### config.mk
export PLATFORM = sky130hd
export DESIGN_NAME = spi_reg_ctrl
export DESIGN_NICKNAME = d
export VERILOG_FILES = /design/src/rtl/spi_reg_ctrl.sv
export SDC_FILE = /design/constraint.sdc
export NUM_CORES = 1
export LEC_CHECK = 0
export BUFFER_PORTS_ARGS = -buffer_cell sky130_fd_sc_hd__buf_2
export CORE_UTILIZATION = 54
export CTS_CLUSTER_SIZE = 20
export DETAILED_ROUTE_END_ITERATION = 8
export GPL_ROUTABILITY_DRIVEN = 0
export PLACE_DENSITY = 0.83
export SKIP_CTS_REPAIR_TIMING = 1
export SYNTH_ARGS = -nofsm -noshare
export SYNTH_HDL_FRONTEND = slang
export SYNTH_SLANG_ARGS = --single-unit
### constraint.sdc
create_clock -name i_Clk -period 4.1 [get_ports i_Clk]
set_clock_uncertainty 0.1 [all_clocks]
set_input_delay 0.205 -clock i_Clk [delete_from_list [all_inputs] [get_ports i_Clk]]
set_output_delay 0.205 -clock i_Clk [all_outputs]
set_load 0.01 [all_outputs]
### src/rtl/spi_reg_ctrl.sv
// SPI register controller: turns an SPI slave byte stream into
// register write bursts and read bursts with auto-increment.
module spi_reg_ctrl #(
  parameter logic [7:0] IDLE_BYTE = 8'hA5
) (
  input  logic       i_Clk,
  input  logic       i_Rst,
  input  logic       i_SPI_CS_n,
  input  logic       i_RX_DV,
  input  logic [7:0] i_RX_Byte,
  output logic       o_TX_DV,
  output logic [7:0] o_TX_Byte,
  output logic [6:0] o_Reg_Addr,
  output logic       o_Reg_Wr_En,
  output logic [7:0] o_Reg_Wr_Data,
  output logic       o_Reg_Rd_En,
  input  logic [7:0] i_Reg_Rd_Data,
  output logic       o_Busy,
  output logic       o_Overrun
);

  typedef enum logic [2:0] {
    IDLE,
    CMD,
    WR,
    RD_REQ,
    RD_CAP,
    RD
  } state_t;

  state_t state;
  logic   cs_meta;
  logic   cs_sync;
  logic   leave;
  logic   rd_busy;

  assign leave   = cs_sync && (state != IDLE);
  assign rd_busy = (state == RD_REQ) || (state == RD_CAP);

  // two-flop synchroniser for the asynchronous chip select
  always_ff @(posedge i_Clk) begin
    if (i_Rst) begin
      cs_meta <= 1'b1;
      cs_sync <= 1'b1;
    end else begin
      cs_meta <= i_SPI_CS_n;
      cs_sync <= cs_meta;
    end
  end

  // transaction sequencer; every strobe is a registered pulse
  always_ff @(posedge i_Clk) begin
    if (i_Rst) begin
      state         <= IDLE;
      o_TX_DV       <= 1'b0;
      o_TX_Byte     <= IDLE_BYTE;
      o_Reg_Addr    <= 7'd0;
      o_Reg_Wr_En   <= 1'b0;
      o_Reg_Wr_Data <= 8'd0;
      o_Reg_Rd_En   <= 1'b0;
      o_Busy        <= 1'b0;
      o_Overrun     <= 1'b0;
    end else begin
      o_TX_DV     <= 1'b0;
      o_Reg_Wr_En <= 1'b0;
      o_Reg_Rd_En <= 1'b0;

      // a write strobe just issued: step to the next register
      if (o_Reg_Wr_En) begin
        o_Reg_Addr <= o_Reg_Addr + 7'd1;
      end

      // data bytes in a write burst are committed even on CS rise
      if (state == WR && i_RX_DV) begin
        o_Reg_Wr_En   <= 1'b1;
        o_Reg_Wr_Data <= i_RX_Byte;
      end

      // a byte arriving while a fetch is in flight is lost
      if (rd_busy && i_RX_DV) begin
        o_Overrun <= 1'b1;
      end

      if (leave) begin
        state     <= IDLE;
        o_Busy    <= 1'b0;
        o_TX_DV   <= 1'b1;
        o_TX_Byte <= IDLE_BYTE;
      end else begin
        unique case (state)
          IDLE: begin
            if (!cs_sync) begin
              state  <= CMD;
              o_Busy <= 1'b1;
            end
          end
          CMD: begin
            if (i_RX_DV) begin
              o_Reg_Addr <= i_RX_Byte[6:0];
              if (i_RX_Byte[7]) begin
                state <= WR;
              end else begin
                state       <= RD_REQ;
                o_Reg_Rd_En <= 1'b1;
              end
            end
          end
          WR: begin
            state <= WR;
          end
          RD_REQ: begin
            state <= RD_CAP;
          end
          RD_CAP: begin
            o_TX_Byte  <= i_Reg_Rd_Data;
            o_TX_DV    <= 1'b1;
            o_Reg_Addr <= o_Reg_Addr + 7'd1;
            state      <= RD;
          end
          RD: begin
            if (i_RX_DV) begin
              state       <= RD_REQ;
              o_Reg_Rd_En <= 1'b1;
            end
          end
          default: begin
            state <= IDLE;
          end
        endcase
      end
    end
  end

endmodule

# After elaboration in Yosys (flattened, before gate mapping)
# Cells that the tools add are included.
[totals]
regBits = 33
input_bits = 20
output_inout_bits = 28
word_cells = 46
[op_classes]
n_addsub = 1
eq_ne = 8
n_mux = 16
n_bitwise = 1
n_reduce_logical = 9
[ops]
columns = ["operator", "count"]
rows = [
  ["7-bit 2-to-1 mux", 3],
  ["3-bit case mux with 6 select lines", 1],
  ["7-bit case mux with 2 select lines", 1],
  ["3-bit 2-to-1 mux", 3],
  ["7-bit by 1-bit adder with 7-bit output (second input constant)", 1],
  ["1-bit 2-to-1 mux", 7],
  ["3-bit by 2-bit == test with 1-bit output (second input constant)", 2],
  ["3-bit == test (second input constant)", 2],
  ["2-bit inequality test (second input constant)", 3],
  ["3-bit by 1-bit == test with 1-bit output (second input constant)", 1],
  ["1-bit logical AND", 3],
  ["3-bit logical NOT", 1],
  ["3-bit AND reduction", 1],
  ["3-bit nonzero test", 1],
  ["1-bit case mux with 2 select lines", 1],
  ["2-bit AND reduction", 1],
  ["2-bit OR reduction", 1],
  ["1-bit logical OR", 1],
  ["1-bit inverter", 1],
]

# Longest topological paths before layout
# Gate-level depths: netlist of run 1.
[logic_depth]
word_depth = 5
mapped_depth = 6
mapped_depth_nobuf = 5

# Worst setup path after synthesis of run 1
# No wires, ideal clock.
[synth_path]
path_kind = "register -> register"
start = "register o_Reg_Addr[0]"
end = "register o_Reg_Addr[2]"
setup_ns = 0.117
t_arrival_ns = 1.319
required_time_ns = 3.883
setup_slack_ns = 2.564
stages_incl_launch_ff = 6
n_path_buf = 0
synth_period_minus_slack_ns = 1.536
path_cell_list = "dfxtp_1 ha_1 nand2_1 a31oi_1 o221ai_1 a22o_1"
[synth_between]
elab_chain_len = 5
[synth_rtl]
columns = ["element", "line", "source"]
rows = [
  ["from (decl)", "13", "output logic [6:0] o_Reg_Addr,"],
  ["from (signal assigned)", "70", "o_Reg_Addr <= o_Reg_Addr + 7'd1;"],
  ["from (signal assigned)", "99", "o_Reg_Addr <= i_RX_Byte[6:0];"],
  ["from (signal assigned)", "117", "o_Reg_Addr <= o_Reg_Addr + 7'd1;"],
  ["7-bit by 1-bit adder with 7-bit output *", "70, 117", ""],
  ["7-bit 2-to-1 mux", "69", "if (o_Reg_Wr_En) begin"],
  ["7-bit 2-to-1 mux", "98", "if (i_RX_DV) begin"],
  ["7-bit case mux with 2 select lines", "90", "unique case (state)"],
  ["7-bit 2-to-1 mux *", "84", "if (leave) begin"],
]
# Every way passes the cells marked *; elsewhere a longest branch is shown, timed or not.
# A chain may end at the register's enable or synchronous reset.

# Worst setup path in the final report of run 1
[layout_path]
start = "register state[2]"
end = "register o_Reg_Addr[6]"
[layout_between]
elab_chain_len = 3
word_cells_on_any_way = 6
classes_between = "2 x eq/ne; 2 x mux; 2 x reduce/logical"
[layout_rtl]
columns = ["element", "line", "source"]
rows = [
  ["from (decl)", "31", "state_t state;"],
  ["from (signal assigned)", "54", "state <= IDLE;"],
  ["from (signal assigned)", "85", "state <= IDLE;"],
  ["from (signal assigned)", "93", "state <= CMD;"],
  ["3-bit == test, or another cell as far along", "90", ""],
  ["7-bit case mux with 2 select lines / 1-bit logical AND (equally long branches)", "90, 37", ""],
  ["7-bit 2-to-1 mux *", "84", ""],
]
# Marked as above.

==> results of run 1 <==
[power by group]
part | total (mW) | internal, mW | switching (mW)
registers | 0.326 | 0.323 | 0.00347
logic | 0.0407 | 0.0183 | 0.0224
clock network | 0.250 | 0.146 | 0.104
total | 0.617 | 0.487 | 0.130
[routing by layer]
metal,vias up,global-route usage,part of all wire
li1,771,-,-
met1,659,0.356,0.47
met2,59,0.342,0.44
met3,9,0.0721,0.074
met4,0,0.0941,0.018
met5,-,0,0
[worst max-delay path, delay by kind of cell, from the launching register on]
kind,cells,cell delay (ps)
compound gates,3,630
simple gates,1,770
flops,1,500
[registers in the layout (all words and copies together), names as in the netlist]
name and count:
o_TX_DV 1, state 3, o_Reg_Wr_En 1, o_Overrun 1
o_Reg_Addr 7, cs_sync 1, o_Busy 1, o_Reg_Wr_Data 8
o_Reg_Rd_En 1, o_TX_Byte 8, cs_meta 1
[final timing paths]
| kind | startpoint | end | slack [ps] | cells past startpoint |
|---|---|---|---|---|
| worst max-delay path | state[2] | o_Reg_Addr[6] | 2020 | 4 |
| worst max register to register | state[2] | o_Reg_Addr[6] | 2020 | 4 |
| worst min register to register | cs_meta | cs_sync | 330 | 1 |
| worst min-delay path | i_Reg_Rd_Data[2] | o_TX_Byte[2] | -6 | 3 |
[logic make-up after synthesis]
logic type / share of synthesized area
AND/OR/NAND/NOR: 0.266
adder cells (fa/ha/maj): 0.0143
buffers and inverters: 0.0484
multiplexers: 0.0190
XOR/XNOR: 0.0278
flip-flops: 0.419
AO/OA/AOI/OAI: 0.205
[placed cells by master, fill, tap and decap left out, types with 2 or more instances in the layout]
cell	instances
a21oi_1	24
dlygate4sd3_1	4
a41oi_1	2
a22oi_1	3
o22ai_1	2
nor3_1	2
a31oi_1	2
nand3_1	4
nor2b_1	2
nand2_1	38
o211ai_1	2
dfxtp_1	33
a21o_1	5
nand2b_1	4
and3_1	2
mux2i_1	3
buf_2	47
or2_2	4
inv_1	2
clkbuf_4	5
nand4_1	3
o21ai_0	2
nor3b_1	3
xnor2_1	4
nor3b_2	2
nand3b_1	3
nor2_1	11
o32ai_1	3
[synth_stat cells (all sizes together)]
master   n
maj3     1
o22ai    2
or2      4
nand4    3
and2b    1
o21ai    2
a22oi    3
a22o     1
nor2b    2
o211ai   2
a211oi   1
nor2    11
buf      7
and3     2
o22a     1
or4      1
nor3b    5
o221ai   1
clkinv   1
a21oi   24
nand2b   4
a311oi   1
xnor2    4
or3      1
or3b     1
nand3b   3
clkbuf   5
a41oi    2
nand3    4
xor2     1
o32ai    3
nor3     2
nor4bb   1
dfxtp   33
a21o     5
nand2   38
ha       1
mux2i    3
a31oi    2
o31ai    1
inv      2
[metrics by stage]
| stage | std cells | util | setup slack, ps |
|---|---|---|---|
| finish | 270 | 0.693 | 2020 |
| global route | 270 | 0.693 | 1850 |
| CTS | 266 | 0.679 | 2050 |
| detailed placement | 258 | 0.648 | 2080 |
| global placement | 258 | 0.648 | 2120 |
| floorplan | 192 | - | 2560 |
[cell type report]
type	instances	area [µm²]
sequential	33	661
clock inverter	1	30.0
inverter	3	11.3
clock buffer	7	55.1
multi-input combinational	144	841
timing repair buffer	51	275
fill	230	846
tap	31	38.8
==> flow_summary.ini, run 1 <==
[global_routing]
gr-total-overflow = 0
grt_first_pass_wirelength_mm = 6.02
grt_pass1_vias = 1318
grtUsageTotal = 0.246
grt_max_degree = 24
antenna_found_initial = 0

[route]
wl_per_cell_um = 13.1
vias_per_cell = 5.55
drcViolationCount = 0
final_antenna_net_count = 0
vias = 1498
finalWirelength_mm = 3.54
drtIter0Drc = 75
dr.pass1.iters = 4

[yosys]
yosys.area.top_type = dfxtp_1
synth-seq-cells = 33
synth_top_area_frac = 0.419
yosys_warnings = 0
synth.distinct_cells = 44
syn_inst = 192
ys_seq_area_frac = 0.419
synth.avg_cell_area_um2 = 8.22
synth.area.top_cells = dfxtp_1 42%, nand2_1 9.0%, a21oi_1 7.6%, nor2_1 2.6%, a21o_1 2.4%
syn_area_mm2 = 0.00158
synth_fp_nets = 213

[setup_path]
critPathKind = register to register
cp-end-kind = register
crit_chain = nor3b_2 > a21o_1 > a41oi_1 > o31ai_1
cp.arrival_ps = 2220
start_kind = register
crit_required_ps = 4240
cpPeakStageDelay_ps = 770
cp_max_fo = 14
cpMaxStageDelayCell = nor3b_2

[final_layout]
drive_gt1_frac = 0.255
antennaDiodeCount = 0
nets = 259
fin_area_mm2 = 0.00191
area_growth_pct = 21.2

[power]
ir_drop_v = 0.000318
leakagePower_nw = 0.826
power_uw = 617
p_per_area_mw_per_mm2 = 323

[placement]
dpl-instance-area_mm2 = 0.00179
place_hpwl_mm = 2.49
port_buffers = 47

[floorplan]
rows = 19
ios = 48
fp.dieH_um = 56.1
coreArea_mm2 = 0.00276
initial_core_util = 0.572
die_w_um = 56.1
dieArea_mm2 = 0.00314

[run_status]
status = finished, violations left
violations = negative hold slack

[clock_network]
cts-root-buf = clkbuf_4
path_clk_slew_ps = 100
clockBufferDepth = 2
cts_tree = done
htreeDepth = 2
numCtsBuffers = 5
worstSkewPairLatency_ps = 320
cts.sinks = 33

[timing]
finalCritPeriodShare = 0.506
whs_ps = -5.54
max_slew_margin = 0.420
worst_slew_pin_slew_ps = 867
hold_viol_final = 1
finalCriticalPeriod_ps = 2080
setup_violations = 0
rsz0062_at_grt = no
fmax_mhz = 482
maxSlewViolCount = 0
finalSetupTns_ps = 0

[flow_run]
maxCapViolCount = 0

[min_path]
min_path_type = primary input to register
No activity file was read; power rests on OpenSTA's default activity.
==> run 2, diff against run 1 <==
Settings changed: CORE_UTILIZATION 54 to 45, PLACE_DENSITY 0.83 to 0.74.
Clock period 4.1 ns to 1.9 ns, I/O delays scaled along.
==> run 2 against run 1 <==
  * The flow now finishes without violations
  * Sequential power is 120% higher
  * Clock power rose by 120%
  * Maximum frequency increased by 22%
==> flow_summary.ini, run 2 (synthesis gave the netlist of run 1 again) <==
[run_status]
status = completed

[final_layout]
antennaDiodeCount = 0
nets = 278
multi_input_area_um2 = 841
layout_common_cells = 47 x buf_2, 38 x nand2_1, 33 x dfxtp_1
final_common_cell = buf_2
n_fill_cell = 305
drive_gt1_frac = 0.260
layoutNonFillerInstCount = 304
ff_latch_area_um2 = 661
area_growth_pct = 33.5
reg.largest.list = o_Reg_Wr_Data (8), o_TX_Byte (8), o_Reg_Addr (7)

[global_routing]
grt_max_degree = 24
antenna_found_initial = 0
grtUsageMet2 = 0.309
grt_first_pass_wirelength_mm = 5.89
use_met3 = 0.0588
grtUsageTotal = 0.214
busiest_layer = met2
grtUsageMet1 = 0.299
gr-total-overflow = 0
grt_pass1_vias = 1256

[route]
final_antenna_net_count = 0
dr.pass1.iters = 4
wl_per_cell_um = 12.6
vias = 1576
vias_per_cell = 5.18
finalWirelength_mm = 3.84
drtIter0Drc = 70
drcViolationCount = 0

[power]
p_per_area_mw_per_mm2 = 647
ir_drop_v = 0.000432
leakagePower_nw = 0.913

[timing]
finalCritPeriodShare = 0.897
setup_violations = 0
worst_slew_pin_slew_ps = 515
finalSetupTns_ps = 0
fmax_mhz = 587
maxSlewViolCount = 0
hold_viol_final = 0
fin_ws_ps = 195
finalCriticalPeriod_ps = 1700
max_slew_margin = 0.656
rsz0062_at_grt = no

[floorplan]
dieArea_mm2 = 0.00375
die_w_um = 61.2
rows = 21
coreArea_mm2 = 0.00334
ios = 48
fp.dieH_um = 61.2
initial_core_util = 0.473

[placement]
dp_slack_ps = 237
place_inst = 279
place_hpwl_mm = 2.61
port_buffers = 47

[clock_network]
cts.sinks = 33
clockBufferDepth = 2
numCtsBuffers = 5
cts-root-buf = clkbuf_4
worstSkewPairLatency_ps = 330
htreeDepth = 2
path_clk_slew_ps = 100
cts_tree = done

[setup_path]
cp-end-kind = register
start_kind = register
cp.arrival_ps = 1860
cpPeakStageDelay_ps = 380
cpMaxStageDelayCell = dfxtp_1
crit_chain = buf_4 > nor3b_2 > a21o_1 > a41oi_1 > o31ai_1
critPathKind = register to register
crit_required_ps = 2050
cp_max_fo = 11

[flow_run]
maxCapViolCount = 0

[min_path]
min_path_type = primary input to register
## run 2: cell types whose count changed in the layout (fill, tap and decap cells not counted)
| cell | before | now |
|---|---|---|
| dlygate4sd3_1 | 4 | 17 |
| buf_4 | 0 | 6 |
## run 2: cell type report
class,instances,share of cell area
multi-input cells,144,0.399
flip-flops and latches,33,0.314
repair buffers,70,0.214
well taps,46,0.0273
clock buffers,7,0.0261
clock inverters,1,0.0143
inverters,3,0.00535
## run 2: metrics by stage
| step | instance area (µm²) | hold slack [ps] | total power, mW | util |
|---|---|---|---|---|
| floorplan | 1580 | 98.8 | 0.763 | - |
| global placement | 1850 | 189 | 0.804 | 0.555 |
| detailed placement | 1850 | 186 | 0.804 | 0.555 |
| CTS | 1940 | -167 | 1.35 | 0.580 |
| global route | 2110 | 85.7 | 1.42 | 0.631 |
| finish | 2110 | 72.8 | 1.36 | 0.631 |
## run 2: per-layer routing
metal	up-vias	routed length, µm
met3	7	240
met1	709	1740
li1	810	-
met5	-	0
met2	50	1780
met4	0	76
## run 2: path summary, 6_finish.rpt
path	startpoint	endpoint	slack, ps	depth (start not counted)
worst max register to register	state[0]	o_Reg_Addr[6]	200	5
worst min-delay path	i_Rst	o_Reg_Wr_En	70	2
worst min register to register	cs_meta	cs_sync	320	1
worst max-delay path	state[0]	o_Reg_Addr[6]	200	5
## run 2: report_power, final
group / switching [mW] / total [mW] / internal [mW]
Clock: 0.232 / 0.546 / 0.314
Sequential: 0.00563 / 0.702 / 0.697
Combinational: 0.0543 / 0.114 / 0.0600
Total: 0.292 / 1.36 / 1.07
## run 2: worst max-delay path: cells and delay by family, from the launching register on
family / cells / cell delay [ps]
AOI/OAI and AO/OA: 3 / 580
DFF: 1 / 380
and+or+nand+nor: 1 / 360
buffers and inverters: 1 / 190
